==> config.mk <==
export PLATFORM = sky130hd
export DESIGN_NAME = axilite_arbiter_rr
export DESIGN_NICKNAME = d
export VERILOG_FILES = /design/src/rtl/axilite_arbiter_rr.sv
export SDC_FILE = /design/constraint.sdc
export NUM_CORES = 1
export LEC_CHECK = 0
export ABC_AREA = 1
export ABC_CLOCK_PERIOD_IN_PS = 1780
export CAP_MARGIN = 10
export CORE_AREA = 4 4 127 129
export CTS_CLUSTER_DIAMETER = 150
export DETAILED_ROUTE_END_ITERATION = 10
export DIE_AREA = 0 0 131 133
export GPL_ROUTABILITY_DRIVEN = 0
export PLACE_DENSITY = 0.82
export SYNTH_ARGS = -nofsm -noshare
export SYNTH_HDL_FRONTEND = slang
export SYNTH_SLANG_ARGS = --single-unit
==> constraint.sdc <==
create_clock -name clock -period 1.78 [get_ports clock]
set_input_delay 0.356 -clock clock [delete_from_list [all_inputs] [get_ports clock]]
set_output_delay 0.356 -clock clock [all_outputs]
set_load 0.01 [all_outputs]
==> src/rtl/axilite_arbiter_rr.sv <==
// Round-robin arbiter that serialises NUM_REQ request/response clients onto one AXI4-Lite master port.
// Optional macro AXILITE_ARB_ADDR_CHECK_EN: reject addresses outside 0x10000..0x1FFFF or misaligned with DECERR.
`timescale 1ns/1ps
module axilite_arbiter_rr #(
    parameter int NUM_REQ    = 2,
    parameter int ADDR_WIDTH = 32,
    parameter int DATA_WIDTH = 32
) (
    input  logic                           clock,
    input  logic                           reset,
    input  logic [NUM_REQ-1:0]             req_valid,
    output logic [NUM_REQ-1:0]             req_ready,
    input  logic [NUM_REQ-1:0]             req_write,
    input  logic [NUM_REQ*ADDR_WIDTH-1:0]  req_addr,
    input  logic [NUM_REQ*DATA_WIDTH-1:0]  req_wdata,
    input  logic [NUM_REQ*DATA_WIDTH/8-1:0] req_wstrb,
    output logic [NUM_REQ-1:0]             resp_valid,
    input  logic [NUM_REQ-1:0]             resp_ready,
    output logic [DATA_WIDTH-1:0]          resp_rdata,
    output logic [1:0]                     resp_resp,
    output logic [ADDR_WIDTH-1:0]          M_AXI_AWADDR,
    output logic [2:0]                     M_AXI_AWPROT,
    output logic                           M_AXI_AWVALID,
    input  logic                           M_AXI_AWREADY,
    output logic [DATA_WIDTH-1:0]          M_AXI_WDATA,
    output logic [DATA_WIDTH/8-1:0]        M_AXI_WSTRB,
    output logic                           M_AXI_WVALID,
    input  logic                           M_AXI_WREADY,
    input  logic [1:0]                     M_AXI_BRESP,
    input  logic                           M_AXI_BVALID,
    output logic                           M_AXI_BREADY,
    output logic [ADDR_WIDTH-1:0]          M_AXI_ARADDR,
    output logic [2:0]                     M_AXI_ARPROT,
    output logic                           M_AXI_ARVALID,
    input  logic                           M_AXI_ARREADY,
    input  logic [DATA_WIDTH-1:0]          M_AXI_RDATA,
    input  logic [1:0]                     M_AXI_RRESP,
    input  logic                           M_AXI_RVALID,
    output logic                           M_AXI_RREADY
);

    localparam int GW = (NUM_REQ > 1) ? $clog2(NUM_REQ) : 1;
    localparam int SW = DATA_WIDTH / 8;

    typedef enum logic [2:0] {
        S_IDLE  = 3'd0,
        S_WRITE = 3'd1,
        S_WRESP = 3'd2,
        S_READ  = 3'd3,
        S_RDATA = 3'd4,
        S_DONE  = 3'd5
    } state_t;

    state_t                state_q, state_d;
    logic [GW-1:0]         last_q, last_d;
    logic [GW-1:0]         grant_q, grant_d;
    logic [ADDR_WIDTH-1:0] addr_q, addr_d;
    logic [DATA_WIDTH-1:0] wdata_q, wdata_d;
    logic [SW-1:0]         wstrb_q, wstrb_d;
    logic [NUM_REQ-1:0]    req_ready_q, req_ready_d;
    logic [NUM_REQ-1:0]    resp_valid_q, resp_valid_d;
    logic [DATA_WIDTH-1:0] rdata_q, rdata_d;
    logic [1:0]            resp_q, resp_d;
    logic                  awvalid_q, awvalid_d;
    logic                  wvalid_q, wvalid_d;
    logic                  aw_done_q, aw_done_d;
    logic                  w_done_q, w_done_d;
    logic                  bready_q, bready_d;
    logic                  arvalid_q, arvalid_d;
    logic                  rready_q, rready_d;

    logic                  found_s;
    logic [GW-1:0]         pick_s;
    logic [GW-1:0]         cand_s;
    logic                  aw_done_n_s;
    logic                  w_done_n_s;

    function automatic logic [GW-1:0] rot_idx(input logic [GW-1:0] base, input int k);
        int sum;
        sum = (int'(base) + 1 + k) % NUM_REQ;
        return GW'(sum);
    endfunction

    function automatic logic [NUM_REQ-1:0] onehot(input logic [GW-1:0] idx);
        logic [NUM_REQ-1:0] v;
        v      = '0;
        v[idx] = 1'b1;
        return v;
    endfunction

    // Rotating priority search: first requester above the last grant
    always_comb begin
        found_s = 1'b0;
        pick_s  = '0;
        cand_s  = '0;
        for (int k = 0; k < NUM_REQ; k++) begin
            cand_s = rot_idx(last_q, k);
            if (!found_s && req_valid[cand_s]) begin
                found_s = 1'b1;
                pick_s  = cand_s;
            end else begin
                found_s = found_s;
            end
        end
    end

    // AW and W complete independently; track each one's handshake
    always_comb begin
        aw_done_n_s = aw_done_q | (awvalid_q & M_AXI_AWREADY);
        w_done_n_s  = w_done_q  | (wvalid_q  & M_AXI_WREADY);
    end

`ifdef AXILITE_ARB_ADDR_CHECK_EN
    logic addr_ok_s;

    // Address is legal only inside the register window and word aligned
    always_comb begin
        addr_ok_s = (addr_q >= ADDR_WIDTH'(32'h0001_0000)) &&
                    (addr_q <= ADDR_WIDTH'(32'h0001_FFFF)) &&
                    (addr_q[1:0] == 2'b00);
    end
`endif

    // Next-state and next-output logic of the transaction FSM
    always_comb begin
        state_d      = state_q;
        last_d       = last_q;
        grant_d      = grant_q;
        addr_d       = addr_q;
        wdata_d      = wdata_q;
        wstrb_d      = wstrb_q;
        req_ready_d  = '0;
        resp_valid_d = resp_valid_q;
        rdata_d      = rdata_q;
        resp_d       = resp_q;
        awvalid_d    = awvalid_q;
        wvalid_d     = wvalid_q;
        aw_done_d    = aw_done_q;
        w_done_d     = w_done_q;
        bready_d     = bready_q;
        arvalid_d    = arvalid_q;
        rready_d     = rready_q;

        case (state_q)
            S_IDLE: begin
                if (found_s) begin
                    grant_d     = pick_s;
                    req_ready_d = onehot(pick_s);
                    addr_d      = req_addr[int'(pick_s)*ADDR_WIDTH +: ADDR_WIDTH];
                    wdata_d     = req_wdata[int'(pick_s)*DATA_WIDTH +: DATA_WIDTH];
                    wstrb_d     = req_wstrb[int'(pick_s)*SW +: SW];
                    aw_done_d   = 1'b0;
                    w_done_d    = 1'b0;
                    state_d     = req_write[pick_s] ? S_WRITE : S_READ;
                end else begin
                    state_d = S_IDLE;
                end
            end
            S_WRITE: begin
`ifdef AXILITE_ARB_ADDR_CHECK_EN
                if (!addr_ok_s) begin
                    resp_valid_d = onehot(grant_q);
                    rdata_d      = '0;
                    resp_d       = 2'b11;
                    state_d      = S_DONE;
                end else
`endif
                if (aw_done_n_s && w_done_n_s) begin
                    awvalid_d = 1'b0;
                    wvalid_d  = 1'b0;
                    aw_done_d = 1'b0;
                    w_done_d  = 1'b0;
                    bready_d  = 1'b1;
                    state_d   = S_WRESP;
                end else begin
                    awvalid_d = ~aw_done_n_s;
                    wvalid_d  = ~w_done_n_s;
                    aw_done_d = aw_done_n_s;
                    w_done_d  = w_done_n_s;
                end
            end
            S_WRESP: begin
                if (bready_q && M_AXI_BVALID) begin
                    bready_d     = 1'b0;
                    resp_d       = M_AXI_BRESP;
                    rdata_d      = '0;
                    resp_valid_d = onehot(grant_q);
                    state_d      = S_DONE;
                end else begin
                    bready_d = 1'b1;
                end
            end
            S_READ: begin
`ifdef AXILITE_ARB_ADDR_CHECK_EN
                if (!addr_ok_s) begin
                    resp_valid_d = onehot(grant_q);
                    rdata_d      = '0;
                    resp_d       = 2'b11;
                    state_d      = S_DONE;
                end else
`endif
                if (arvalid_q && M_AXI_ARREADY) begin
                    arvalid_d = 1'b0;
                    rready_d  = 1'b1;
                    state_d   = S_RDATA;
                end else begin
                    arvalid_d = 1'b1;
                end
            end
            S_RDATA: begin
                if (rready_q && M_AXI_RVALID) begin
                    rready_d     = 1'b0;
                    rdata_d      = M_AXI_RDATA;
                    resp_d       = M_AXI_RRESP;
                    resp_valid_d = onehot(grant_q);
                    state_d      = S_DONE;
                end else begin
                    rready_d = 1'b1;
                end
            end
            S_DONE: begin
                if (resp_ready[grant_q]) begin
                    resp_valid_d = '0;
                    last_d       = grant_q;
                    state_d      = S_IDLE;
                end else begin
                    resp_valid_d = onehot(grant_q);
                end
            end
            default: begin
                state_d = S_IDLE;
            end
        endcase
    end

    // State and output registers; reset drops every valid/ready and discards the response
    always_ff @(posedge clock) begin
        if (reset) begin
            state_q      <= S_IDLE;
            last_q       <= GW'(NUM_REQ - 1);
            grant_q      <= '0;
            addr_q       <= '0;
            wdata_q      <= '0;
            wstrb_q      <= '0;
            req_ready_q  <= '0;
            resp_valid_q <= '0;
            rdata_q      <= '0;
            resp_q       <= 2'b00;
            awvalid_q    <= 1'b0;
            wvalid_q     <= 1'b0;
            aw_done_q    <= 1'b0;
            w_done_q     <= 1'b0;
            bready_q     <= 1'b0;
            arvalid_q    <= 1'b0;
            rready_q     <= 1'b0;
        end else begin
            state_q      <= state_d;
            last_q       <= last_d;
            grant_q      <= grant_d;
            addr_q       <= addr_d;
            wdata_q      <= wdata_d;
            wstrb_q      <= wstrb_d;
            req_ready_q  <= req_ready_d;
            resp_valid_q <= resp_valid_d;
            rdata_q      <= rdata_d;
            resp_q       <= resp_d;
            awvalid_q    <= awvalid_d;
            wvalid_q     <= wvalid_d;
            aw_done_q    <= aw_done_d;
            w_done_q     <= w_done_d;
            bready_q     <= bready_d;
            arvalid_q    <= arvalid_d;
            rready_q     <= rready_d;
        end
    end

    assign req_ready     = req_ready_q;
    assign resp_valid    = resp_valid_q;
    assign resp_rdata    = rdata_q;
    assign resp_resp     = resp_q;
    assign M_AXI_AWADDR  = addr_q;
    assign M_AXI_AWPROT  = 3'b000;
    assign M_AXI_AWVALID = awvalid_q;
    assign M_AXI_WDATA   = wdata_q;
    assign M_AXI_WSTRB   = wstrb_q;
    assign M_AXI_WVALID  = wvalid_q;
    assign M_AXI_BREADY  = bready_q;
    assign M_AXI_ARADDR  = addr_q;
    assign M_AXI_ARPROT  = 3'b000;
    assign M_AXI_ARVALID = arvalid_q;
    assign M_AXI_RREADY  = rready_q;

endmodule
==> results.md, run 1 <==
- The flow ran to the end, and the final reports show no timing, DRC or antenna violations.
- Sequential elements use 47.5% of the synthesized area.
- Row generation in the floorplan step produced 45 rows.
- The worst register-to-register path has a depth of 7.
- The count of mapped cells out of synthesis is 678.
- The tightest min-delay check is of the reg -> reg type.
- The placed instances occupy a cell area of 8210 sq um.
- After layout, the worst path uses 97.0% of the clock period.
- The count of warnings emitted by yosys is 0.
- The first global-routing pass estimated 27200 um of wire.
- The signal on the critical path passes through clkdlybuf4s50_1.
- The HPWL after detailed placement is 13500 um.
- The clock insertion delay at the later pin of the skew report is 0.40 ns.
- The worst-case IR drop observed on VDD is 0.750 mV.
- The power per cell area is 1300 nW/um^2.
- The area enclosed by the die boundary is 17400 sq um.
- At the end of the flow, the number of nets in the layout was 1153.
- The number of ports placed on the die boundary is 334.
- The count of endpoints failing setup in the final report is 0.
- The number of distinct library cell variants in the gate-level netlist after synthesis is 23.
- Along the worst hold path, the cell count comes to 2.
- Setup repair after global routing left no endpoint under its margin.
- The total length of routed met2 wires is 8870 um.
- In this run the clock root is driven by a sky130_fd_sc_hd__clkbuf_16.
- Along the worst path, the maximum fanout reaches 2.
- The clock arrives with 0.00576 ns of skew.
- The detailed-routing wirelength on met1 is 7030 um.
- The tree built by TritonCTS fans out to 118 sinks.
- In the final layout, flip-flops and latches occupy 2360 sq um.
- The slowest stage of the critical path belongs to the cell sky130_fd_sc_hd__clkdlybuf4s50_1.
- Of the cells placed in the final design, the portion with a size suffix greater than 1 is 5.81%.
- For this run, the share of the core covered by cells in the final layout is 58.5%.
- The final wirelength is 18000 um.
- The chip width is 131 um.
- Across the run, the number of max-cap violations was 0.
- In this run the remaining antenna-violating nets after routing total 0.
- The multi-input combinational cell area is 2050 sq um.
- The maximum clock frequency is 579 MHz.
- The delay of the slowest critical-path stage is 0.57 ns.
- For this run, the total global-route usage over all layers was measured as 19.7%.
- In this run the register-to-register setup slack is 0.27 ns.
- The cell area after layout is 8800 sq um.
- Relative to the synthesized area, the layout overhead comes to 77.0%.
- The highest signal layer in the routed design is met5.
- The H-tree was split into 4 levels.
- The number of buffers inserted during clock tree synthesis is 17.
- For the worst setup path, the data arrival time is 1.37 ns.
- The filler cell count in the final layout is 1328.
- STA classifies the critical path startpoint as a register.
- The starting density of the core is 33.1%.
- The total met3 wirelength after detailed routing is 1510 um.
- The data required time at the worst endpoint is 1.42 ns.
- The largest net degree at the start of global routing is 53.
- The static leakage power is 0.00346 uW.
- The clock tree from TritonCTS is yes.
- The cell area that synthesis handed to floorplanning was 4970 sq um.
- The remaining global-route overflow is 0.
- In the routed layout, each cell is associated on average with a via count of 4.82.
- The violation count after the first detailed-routing iteration is 304.
- The number of buffer cells added on primary ports is 327.
- For this run, the detailed router's first-pass iteration total came to 4.
- The vertical die dimension is 133 um.
- The number of buffers on the longest clock path is 2.
- The core region area is 15000 sq um.
- The average instance area after synthesis is 7.33 sq um.
- The average routed wire per standard cell is 15.4 um.
- In the layout the commonest cells are sky130_fd_sc_hd__clkdlybuf4s50_1 (326), sky130_fd_sc_hd__nand2_1 (245), sky130_fd_sc_hd__nand3_1 (150), sky130_fd_sc_hd__dfxtp_1 (118), sky130_fd_sc_hd__a21oi_1 (44).
- The cell family contributing the most delay on the critical path is buffers and inverters.
- The number of pins with negative max-slew slack in the final report was 0.
- The final hold violation count is 0.
- The number of global-route vias before repair is 5391.
- The initial antenna violation count came to 1.
- The worst setup path category is reg -> out.
- The overall via count from detail_route is 5636.
- 0 antenna diodes ended up in the layout.
- The capture endpoint of the worst hold path is resp_rdata[2].
- For this run, design rule violations remaining after detail routing come to 0.
- In this run the post-CTS setup repair buffer count came out at 0.
- In this run the most critical hold path is launched from resp_rdata[2].
- STA classifies the critical path endpoint as an output pin.
- The most common cell after layout, fill and taps aside is sky130_fd_sc_hd__clkdlybuf4s50_1.
- The buffers plus inverters on the worst setup path is 1.
- For the finished layout, the period the worst path requires is 1.73 ns.
- In this run the critical register-to-register path is launched from state_q[1].
- The clock transition at the registers of the reported paths is 0.06 ns.
- The capture point of the worst reg-to-reg path is resp_rdata[23].
- The post-synthesis register bit count is 118.
==> cell families (layout without fill, tap and decap cells) <==
kind of cell / count (synthesis) / in the layout / synth area share (%)
AOI/OAI and AO/OA: 55 / 55 / 5.81
buffers and inverters: 96 / 394 / 11.6
DFF: 118 / 118 / 47.5
other: 1 / 6 / 0.0754
and+or+nand+nor: 408 / 408 / 35.0
==> layer usage <==
| metal | GRT usage [%] | vias to the layer above |
|---|---|---|
| met4 | 7.66 | 2 |
| li1 | - | 2756 |
| met5 | 0 | - |
| met3 | 6.78 | 46 |
| met1 | 22.1 | 2566 |
| met2 | 33.9 | 266 |
==> layout make-up <==
class	count	share of cell area [%]
clock buffer	20	5.19
clock inverter	12	1.45
inverter	17	0.725
multi-input combinational	469	23.3
sequential	118	26.9
tap	188	2.67
timing repair buffer	345	39.8
==> state kept, by name, summed over array words and instances, names as in the netlist, 2 cells and up <==
name and cells:
M_AXI_ARADDR 32, M_AXI_WDATA 32, M_AXI_WSTRB 4, req_ready 2
resp_rdata 32, resp_resp 2, resp_valid 2, state_q 3
==> synthesized netlist by cell type (all sizes together) <==
library cell / instances / area, sq um
buf: 64 / 454
conb: 1 / 3.75
nor2: 10 / 50.1
o21ai: 5 / 25.0
o31ai: 1 / 7.51
nor3: 1 / 5.00
nand2: 245 / 920
a211oi: 2 / 15.0
nand3: 151 / 761
a31oi: 2 / 12.5
dfxtp: 118 / 2360
inv: 17 / 63.8
a21oi: 44 / 220
clkbuf: 15 / 56.3
nand4: 1 / 6.26
o311ai: 1 / 8.76
==> where the power goes <==
part | internal (uW) | switching, uW
Clock | 2130 | 1260
Combinational | 2300 | 2040
Sequential | 3250 | 431
Total | 7680 | 3730
==> timing repair <==
action,CTS,global route
gates resized for setup,0,1
hold buffers,0,0
endpoints found under the setup margin,0,1
==> per-stage QoR <==
step | std cells | power, uW | setup TNS (ns) | setup WS, ns | hold slack (ns)
2_1_floorplan | 683 | 5830 | 0 | 0.497 | 0.463
3_3_place_gp | 1137 | 8040 | 0 | 0.0311 | 0.447
3_5_place_dp | 1137 | 8110 | -0.0273 | -0.0135 | 0.454
4_1_cts | 1169 | 11500 | 0 | 0.0365 | 0.462
5_1_grt | 1169 | 12000 | 0 | 0.00135 | 0.479
6_report | 1169 | 11400 | 0 | 0.0539 | 0.460
==> worst max path at each step <==
stage,from,slack (ns),depth (start not counted),end
CTS,M_AXI_ARADDR[0],0.04,1,M_AXI_AWADDR[0]
floorplan,state_q[1],0.50,8,resp_rdata[0]
global route,M_AXI_WDATA[18],0.001,1,M_AXI_WDATA[18]
finish,M_AXI_WDATA[18],0.05,1,M_AXI_WDATA[18]
detailed placement,req_valid[1],-0.01,8,M_AXI_ARADDR[23]
global placement,req_valid[0],0.03,8,M_AXI_WDATA[2]
No activity file was read; power rests on OpenSTA's default activity.
==> inputs of run 2 (changes only) <==
ABC_CLOCK_PERIOD_IN_PS = not set   (was 1780)
CAP_MARGIN = not set   (was 10)
GPL_ROUTABILITY_DRIVEN = not set   (was 0)
==> results of run 2 <==
No change in the layout: final DEF, timing and power equal those of run 1.
